## config.mk

```make
export PLATFORM = sky130hd
export DESIGN_NAME = drawpoint_mm_bridge
export DESIGN_NICKNAME = d
export VERILOG_FILES = /design/src/rtl/drawpoint_pkg.sv /design/src/rtl/drawpoint_fifo.sv /design/src/rtl/drawpoint_mm_bridge.sv
export SDC_FILE = /design/constraint.sdc
export NUM_CORES = 1
export LEC_CHECK = 0
export BUFFER_PORTS_ARGS = -buffer_cell sky130_fd_sc_hd__buf_4
export CORE_AREA = 2 2 230 232
export CTS_CLUSTER_DIAMETER = 30
export CTS_CLUSTER_SIZE = 20
export DETAILED_ROUTE_END_ITERATION = 8
export DIE_AREA = 0 0 232 234
export PLACE_DENSITY = 0.74
export RECOVER_POWER = 100
export SLEW_MARGIN = 20
export SYNTH_ARGS = -nofsm -noshare
export SYNTH_HDL_FRONTEND = slang
export SYNTH_SLANG_ARGS = --single-unit
```

## constraint.sdc

```tcl
create_clock -name csi_cmd_clock_clk -period 10.3 [get_ports csi_cmd_clock_clk]
set_clock_uncertainty 0.2 [all_clocks]
set_input_delay 1.545 -clock csi_cmd_clock_clk [delete_from_list [all_inputs] [get_ports csi_cmd_clock_clk]]
set_output_delay 1.545 -clock csi_cmd_clock_clk [all_outputs]
set_load 0.005 [all_outputs]
```

## src/rtl/drawpoint_pkg.sv

```systemverilog
// Shared register map, control bit positions and FSM state types for the
// DrawPoint Avalon-MM bridge.
package drawpoint_pkg;

   localparam logic [15:0] ADDR_VER0   = 16'h0000;
   localparam logic [15:0] ADDR_VER1   = 16'h0001;
   localparam logic [15:0] ADDR_VER2   = 16'h0002;
   localparam logic [15:0] ADDR_VER3   = 16'h0003;
   localparam logic [15:0] ADDR_STATUS = 16'h0004;
   localparam logic [15:0] ADDR_CTRL   = 16'h0005;
   localparam logic [15:0] ADDR_GAP    = 16'h0006;
   localparam logic [15:0] ADDR_POSX   = 16'h0008;
   localparam logic [15:0] ADDR_POSY   = 16'h0009;
   localparam logic [15:0] ADDR_RGB    = 16'h000A;

   localparam int CTRL_ENABLE  = 0;
   localparam int CTRL_AUTOINC = 1;
   localparam int CTRL_FLUSH   = 2;

   typedef enum logic {
      BURST_IDLE,
      BURST_RUN
   } burst_state_t;

   typedef enum logic [1:0] {
      DRAIN_IDLE,
      DRAIN_EMIT,
      DRAIN_HOLD
   } drain_state_t;

endpackage

```

## src/rtl/drawpoint_fifo.sv

```systemverilog
// Synchronous show-ahead FIFO holding staged points; the head entry is
// always visible on pop_data, and flush empties it in a single cycle.
module drawpoint_fifo #(
   parameter int WIDTH = 30,
   parameter int DEPTH = 16,
   localparam int AW = $clog2(DEPTH),
   localparam int LW = AW + 1
) (
   input  logic             clk,
   input  logic             reset,
   input  logic             push,
   input  logic [WIDTH-1:0] push_data,
   input  logic             pop,
   input  logic             flush,
   output logic [WIDTH-1:0] pop_data,
   output logic             full,
   output logic             empty,
   output logic [LW-1:0]    level
);

   logic [WIDTH-1:0] mem [DEPTH];
   logic [AW-1:0]    wr_ptr;
   logic [AW-1:0]    rd_ptr;
   logic             do_push;
   logic             do_pop;

   assign full     = (level == LW'(DEPTH));
   assign empty    = (level == '0);
   assign do_push  = push && !full && !flush;
   assign do_pop   = pop && !empty;
   assign pop_data = mem[rd_ptr];

   always_ff @(posedge clk) begin
      if (do_push) begin
         mem[wr_ptr] <= push_data;
      end
   end

   // Flush shares the reset path so it always beats a same-cycle push.
   always_ff @(posedge clk) begin
      if (reset || flush) begin
         wr_ptr <= '0;
         rd_ptr <= '0;
         level  <= '0;
      end else begin
         if (do_push) begin
            wr_ptr <= wr_ptr + 1'b1;
         end
         if (do_pop) begin
            rd_ptr <= rd_ptr + 1'b1;
         end
         case ({do_push, do_pop})
            2'b10:   level <= level + 1'b1;
            2'b01:   level <= level - 1'b1;
            default: ;
         endcase
      end
   end

endmodule

```

## src/rtl/drawpoint_mm_bridge.sv

```systemverilog
// Avalon-MM command slave that stages points into a FIFO and replays them
// as paced single-cycle update strobes on the DrawPoint master port.
module drawpoint_mm_bridge
   import drawpoint_pkg::*;
#(
   parameter int         POS_W      = 9,
   parameter int         RGB_W      = 12,
   parameter int         FIFO_DEPTH = 16,
   parameter int         X_MAX      = 319,
   parameter int         Y_MAX      = 239,
   parameter logic [7:0] VER_MAJOR  = 8'h02,
   parameter logic [7:0] VER_MINOR  = 8'h00,
   parameter logic [7:0] VER_REV    = 8'h00,
   parameter logic [7:0] VER_BUILD  = 8'h01
) (
   input  logic             csi_cmd_clock_clk,
   input  logic             rsi_cmd_reset_reset,
   input  logic [15:0]      avs_cmd_address,
   input  logic             avs_cmd_read,
   output logic [15:0]      avs_cmd_readdata,
   output logic             avs_cmd_readdatavalid,
   input  logic             avs_cmd_write,
   input  logic [15:0]      avs_cmd_writedata,
   input  logic [1:0]       avs_cmd_byteenable,
   input  logic             avs_cmd_beginbursttransfer,
   input  logic [9:0]       avs_cmd_burstcount,
   output logic             avs_cmd_waitrequest,
   output logic             coe_dpm_ul1Clock,
   output logic             coe_dpm_ul1Reset_n,
   output logic             coe_dpm_ul1Update,
   output logic [POS_W-1:0] coe_dpm_ulPosX,
   output logic [POS_W-1:0] coe_dpm_ulPosY,
   output logic [RGB_W-1:0] coe_dpm_ulRgbData
);

   localparam int ENTRY_W = 2 * POS_W + RGB_W;
   localparam int LVL_W   = $clog2(FIFO_DEPTH) + 1;

   logic               ctrl_enable;
   logic               ctrl_autoinc;
   logic [15:0]        gap;
   logic [POS_W-1:0]   pos_x;
   logic [POS_W-1:0]   pos_y;

   logic               wr_fire;
   logic               fifo_push;
   logic               fifo_pop;
   logic               fifo_flush;
   logic               fifo_full;
   logic               fifo_empty;
   logic [LVL_W-1:0]   fifo_level;
   logic [ENTRY_W-1:0] fifo_rd_data;
   logic [31:0]        level_ext;
   logic [7:0]         fill_sat;

   burst_state_t       burst_state;
   burst_state_t       burst_next;
   logic               burst_start;
   logic [15:0]        burst_addr;
   logic [9:0]         burst_left;
   logic               rd_fire;
   logic               rd_gate;
   logic [15:0]        rd_addr;
   logic [15:0]        rd_word;

   drain_state_t       drain_state;
   drain_state_t       drain_next;
   logic [15:0]        hold_cnt;

   logic               unused_be;

   assign unused_be          = avs_cmd_byteenable[1];
   assign coe_dpm_ul1Clock   = csi_cmd_clock_clk;
   assign coe_dpm_ul1Reset_n = ~rsi_cmd_reset_reset;

   assign avs_cmd_waitrequest = avs_cmd_write && (avs_cmd_address == ADDR_RGB) && fifo_full;
   assign wr_fire    = avs_cmd_write && avs_cmd_byteenable[0] && !avs_cmd_waitrequest;
   assign fifo_push  = wr_fire && (avs_cmd_address == ADDR_RGB);
   assign fifo_flush = wr_fire && (avs_cmd_address == ADDR_CTRL) && avs_cmd_writedata[CTRL_FLUSH];

   drawpoint_fifo #(
      .WIDTH (ENTRY_W),
      .DEPTH (FIFO_DEPTH)
   ) u_fifo (
      .clk       (csi_cmd_clock_clk),
      .reset     (rsi_cmd_reset_reset),
      .push      (fifo_push),
      .push_data ({pos_x, pos_y, avs_cmd_writedata[RGB_W-1:0]}),
      .pop       (fifo_pop),
      .flush     (fifo_flush),
      .pop_data  (fifo_rd_data),
      .full      (fifo_full),
      .empty     (fifo_empty),
      .level     (fifo_level)
   );

   assign level_ext = 32'(fifo_level);
   assign fill_sat  = (level_ext > 32'd255) ? 8'hFF : level_ext[7:0];

   // Writable registers; autoinc advances the raster position after each push.
   always_ff @(posedge csi_cmd_clock_clk) begin
      if (rsi_cmd_reset_reset) begin
         ctrl_enable  <= 1'b0;
         ctrl_autoinc <= 1'b0;
         gap          <= '0;
         pos_x        <= '0;
         pos_y        <= '0;
      end else if (wr_fire) begin
         case (avs_cmd_address)
            ADDR_CTRL: begin
               ctrl_enable  <= avs_cmd_writedata[CTRL_ENABLE];
               ctrl_autoinc <= avs_cmd_writedata[CTRL_AUTOINC];
            end
            ADDR_GAP:  gap   <= avs_cmd_writedata;
            ADDR_POSX: pos_x <= avs_cmd_writedata[POS_W-1:0];
            ADDR_POSY: pos_y <= avs_cmd_writedata[POS_W-1:0];
            ADDR_RGB: begin
               if (ctrl_autoinc) begin
                  if (pos_x == POS_W'(X_MAX)) begin
                     pos_x <= '0;
                     pos_y <= (pos_y == POS_W'(Y_MAX)) ? '0 : pos_y + 1'b1;
                  end else begin
                     pos_x <= pos_x + 1'b1;
                  end
               end
            end
            default: ;
         endcase
      end
   end

   assign burst_start = (burst_state == BURST_IDLE) && avs_cmd_read &&
                        avs_cmd_beginbursttransfer && (avs_cmd_burstcount > 10'd1);
   assign rd_fire = (burst_state == BURST_RUN) || avs_cmd_read;
   assign rd_gate = (burst_state == BURST_RUN) || avs_cmd_byteenable[0];
   assign rd_addr = (burst_state == BURST_RUN) ? burst_addr : avs_cmd_address;

   always_comb begin
      rd_word = '0;
      case (rd_addr)
         ADDR_VER0:   rd_word = {8'h00, VER_MAJOR};
         ADDR_VER1:   rd_word = {8'h00, VER_MINOR};
         ADDR_VER2:   rd_word = {8'h00, VER_REV};
         ADDR_VER3:   rd_word = {8'h00, VER_BUILD};
         ADDR_STATUS: rd_word = {fill_sat, 6'b0, fifo_full, fifo_empty};
         ADDR_CTRL:   rd_word = {14'b0, ctrl_autoinc, ctrl_enable};
         ADDR_GAP:    rd_word = gap;
         ADDR_POSX:   rd_word = 16'(pos_x);
         ADDR_POSY:   rd_word = 16'(pos_y);
         default:     rd_word = '0;
      endcase
   end

   always_comb begin
      burst_next = burst_state;
      case (burst_state)
         BURST_IDLE: if (burst_start) burst_next = BURST_RUN;
         BURST_RUN:  if (burst_left == 10'd1) burst_next = BURST_IDLE;
         default:    burst_next = BURST_IDLE;
      endcase
   end

   // The first burst word leaves with the request; the rest stream from burst_addr.
   always_ff @(posedge csi_cmd_clock_clk) begin
      if (rsi_cmd_reset_reset) begin
         burst_state           <= BURST_IDLE;
         burst_addr            <= '0;
         burst_left            <= '0;
         avs_cmd_readdata      <= '0;
         avs_cmd_readdatavalid <= 1'b0;
      end else begin
         burst_state           <= burst_next;
         avs_cmd_readdatavalid <= rd_fire;
         if (rd_fire) begin
            avs_cmd_readdata <= rd_gate ? rd_word : '0;
         end
         if (burst_start) begin
            burst_addr <= avs_cmd_address + 16'd1;
            burst_left <= avs_cmd_burstcount - 10'd1;
         end else if (burst_state == BURST_RUN) begin
            burst_addr <= burst_addr + 16'd1;
            burst_left <= burst_left - 10'd1;
         end
      end
   end

   always_comb begin
      drain_next        = drain_state;
      fifo_pop          = 1'b0;
      coe_dpm_ul1Update = 1'b0;
      case (drain_state)
         DRAIN_IDLE: begin
            if (ctrl_enable && !fifo_empty) begin
               fifo_pop   = 1'b1;
               drain_next = DRAIN_EMIT;
            end
         end
         DRAIN_EMIT: begin
            coe_dpm_ul1Update = 1'b1;
            drain_next        = (gap != 16'd0) ? DRAIN_HOLD : DRAIN_IDLE;
         end
         DRAIN_HOLD: begin
            if (hold_cnt <= 16'd1) drain_next = DRAIN_IDLE;
         end
         default: drain_next = DRAIN_IDLE;
      endcase
   end

   // The popped head entry is captured on the IDLE->EMIT edge and held until the next pop.
   always_ff @(posedge csi_cmd_clock_clk) begin
      if (rsi_cmd_reset_reset) begin
         drain_state       <= DRAIN_IDLE;
         hold_cnt          <= '0;
         coe_dpm_ulPosX    <= '0;
         coe_dpm_ulPosY    <= '0;
         coe_dpm_ulRgbData <= '0;
      end else begin
         drain_state <= drain_next;
         if (drain_state == DRAIN_EMIT) begin
            hold_cnt <= gap;
         end else if (drain_state == DRAIN_HOLD) begin
            hold_cnt <= hold_cnt - 16'd1;
         end
         if (fifo_pop) begin
            coe_dpm_ulPosX    <= fifo_rd_data[ENTRY_W-1 -: POS_W];
            coe_dpm_ulPosY    <= fifo_rd_data[RGB_W +: POS_W];
            coe_dpm_ulRgbData <= fifo_rd_data[RGB_W-1:0];
         end
      end
   end

endmodule

```

==> flow_summary.ini <==
[status]
outcome = finished with violations
violations = capacitance limit, slew limit

[synthesis]
ys_seq_area_share_pct = 67.1
syn_area_sq_um = 25700
yosysMostFrequentCell = edfxtp_1
ys_ff_latch = 621
synth_top_area_share_pct = 56.1
yosysTopAreaCell = edfxtp_1
synth_edf_count = 480
yosys-top-cells-area = edfxtp_1, mux4_2, dfxtp_1
syn_inst = 1683
ys_warn_count = 0
syn_avg_cell_area_sq_um = 15.3
synthTopCellsByCount = edfxtp_1, nand2_1, mux4_2, dfxtp_1, nor2_1
async_flop_share_pct = 0
synth_cell_type_count = 77
ys.flop_type = edfxtp_1
synth.net_count = 1754

[timing]
hold_viol = 0
fin_setup_tns_ns = 0
holdWs_ns = 0.251
tightest_slew_ns = 3.27
rsz0062_at_grt = no
finalSetupViolCount = 0
relSlewSlack_pct = -118
drv_slew = 586

[layout]
multiInputGateArea_sq_um = 8010
layout-drive-gt1-share_pct = 24.0
n_fill_cell = 3836
n_antenna_cell = 0
nets = 1905
syn2layout_area_growth_pct = 20.7
seq_area_sq_um = 17200
final_cells = 2616
fin_area_sq_um = 31000
fin_util_pct = 59.6

[die]
dieWidth_microns = 232
num_io_pins = 100
die_h_microns = 234
start_util_pct = 49.4
dieArea_sq_um = 54300
rows = 84
core_area_sq_um = 52000

[worst_setup_path]
cp_top_family = buffers and inverters
crit_path_start_kind = clock port
worst_setup_path_end_kind = primary output
cp.depth = 3
r2r-start = u_fifo.level[0]$_SDFFE_PP0P_
path_common_cell = clkbuf_16
required_ns = 8.56
cp_slowest_cell = clkbuf_16
reg2reg_setup_slack_ns = 5.97
crit_fanout = 2
path_class = clk -> out
cp_data_arrival_time_ns = 5.52
worst-path-buf-inv = 3
slowest_delay_ns = 0.13
startpoint = csi_cmd_clock_clk
path_cells = clkbuf_16, clkbuf_16, clkbuf_4
worstRegToRegCells = 6

[worst_hold_path]
min_from = coe_dpm_ulPosY[5]$_SDFFE_PP0N_
hold_path_class = reg -> reg
holdPathStages = 2

[clock_network]
postCtsSetupRepairBufs = 0
clk_pin_slew_ns = 0.04
cts_tree = yes
holdBufCountCts = 0
cts-resized-gates = 0
clock_latency_ns = 0.77

[place]
dpl.cell_count = 2405
port_buffers = 98
hpwl_mm = 33.7
gp_congestion = 0.876
placed_area_sq_um = 27300

[power]
peakVddDrop_mv = 0.158
leakage_uw = 0.0107
powerDensity_nw_per_um2 = 213

[global_route]
track_usage_pct = 24.2
antenna_found_initial = 1
grt_overflow = 0
grt_max_degree = 124
grt_pass1_wl_mm = 97.2
grt_pass1_vias = 16342

[route]
ant_nets = 0
routed_wl_mm = 64.5
viasPerCell = 6.08
firstDrtPassIters = 5
drcViolationCount = 0
via_count = 15911
routedWlPerCell_microns = 24.7
dr.first_iter.drc_count = 1708

[flow_run]
drv_cap = 18
sequential cells by signal, summed over array words and instances, names as in the netlist:
signal,flops
u_fifo.rd_ptr,4
drain_state,2
coe_dpm_ulPosX,9
pos_y,9
coe_dpm_ulPosY,9
ctrl_autoinc,1
avs_cmd_readdata,16
u_fifo.level,5
burst_left,10
gap,16
burst_addr,16
burst_state,1
ctrl_enable,1
pos_x,9
u_fifo.wr_ptr,4
hold_cnt,16
u_fifo.mem,480
coe_dpm_ulRgbData,12
avs_cmd_readdatavalid,1
worst min-delay path: cells and delay by family (launching register included):
kind	cells	cell delay (ns)
compound gates	1	0.05
flops	1	0.30
simple gates	1	0.05
layer usage:
layer  global-route usage (%)  vias up  routed length, microns
met3                     4.55      162                    5110
met1                     30.2     8083                   24200
met2                     41.6      758                   32800
li1                         -     6908                       -
met4                     10.5        0                    2380
met5                        0        -                       0
final timing paths:
kind,endpoint
setup reg to reg,u_fifo.mem[15][20]$_DFFE_PP_
setup / recovery,coe_dpm_ul1Clock
hold / removal,coe_dpm_ulPosY[5]$_SDFFE_PP0N_
hold reg to reg,coe_dpm_ulPosY[5]$_SDFFE_PP0N_
area by class of cell:
class | count | area share (%)
Clock buffer | 129 | 9.77
Inverter | 28 | 0.339
Clock inverter | 82 | 3.06
Tap cell | 688 | 2.78
Multi-Input combinational cell | 944 | 25.9
Sequential cell | 621 | 55.6
Timing Repair Buffer | 124 | 2.56
per-stage QoR:
stage               worst slack (ns)  total power [uW]
floorplan                       3.29              2820
global placement                3.29              2870
detailed placement              3.29              2870
CTS                             3.03              6650
global route                    3.03              6770
finish                          3.03              6620
cell families (layout without fill, tap and decap cells):
logic type                 Yosys count  count (layout)  share of synthesized area, %
DFF                                621             621                          67.1
and+or+nand+nor                    455             455                          8.33
buffers and inverters              118             363                          1.81
xor gates and xnor gates            42              42                          1.43
AOI/OAI and AO/OA                  259             259                          6.40
muxes                              166             166                          13.8
adders and majority gates           22              22                          1.10
report_power, final:
part	total [uW]	internal, uW	switching, uW
Sequential	2700	2690	12.2
Clock	3800	2500	1300
Combinational	116	38.5	77.6
Total	6620	5220	1390
layout by cell type, fill, tap and decap left out, types with 10 or more instances in the layout:
cell type and count:
xnor2_1 20, dfxtp_1 137, inv_1 26, bufinv_16 15, xor2_1 22, nor4_1 16
clkbuf_4 41, nor2_4 11, mux4_2 150, and3_1 20, buf_4 37, clkbuf_1 51
clkinv_4 14, nand4_1 14, clkbuf_16 117, o21ai_1 18, nand2_1 200, o31ai_1 10
edfxtp_1 480, nand2b_1 14, o21ai_0 45, clkinvlp_4 16, a22oi_1 12, a211oi_1 18
ha_1 21, nor2_1 90, clkinv_2 17, nor3_1 21, nand3_1 36, a21oi_1 94
mux2i_1 12
No activity file was read; power rests on OpenSTA's default activity.
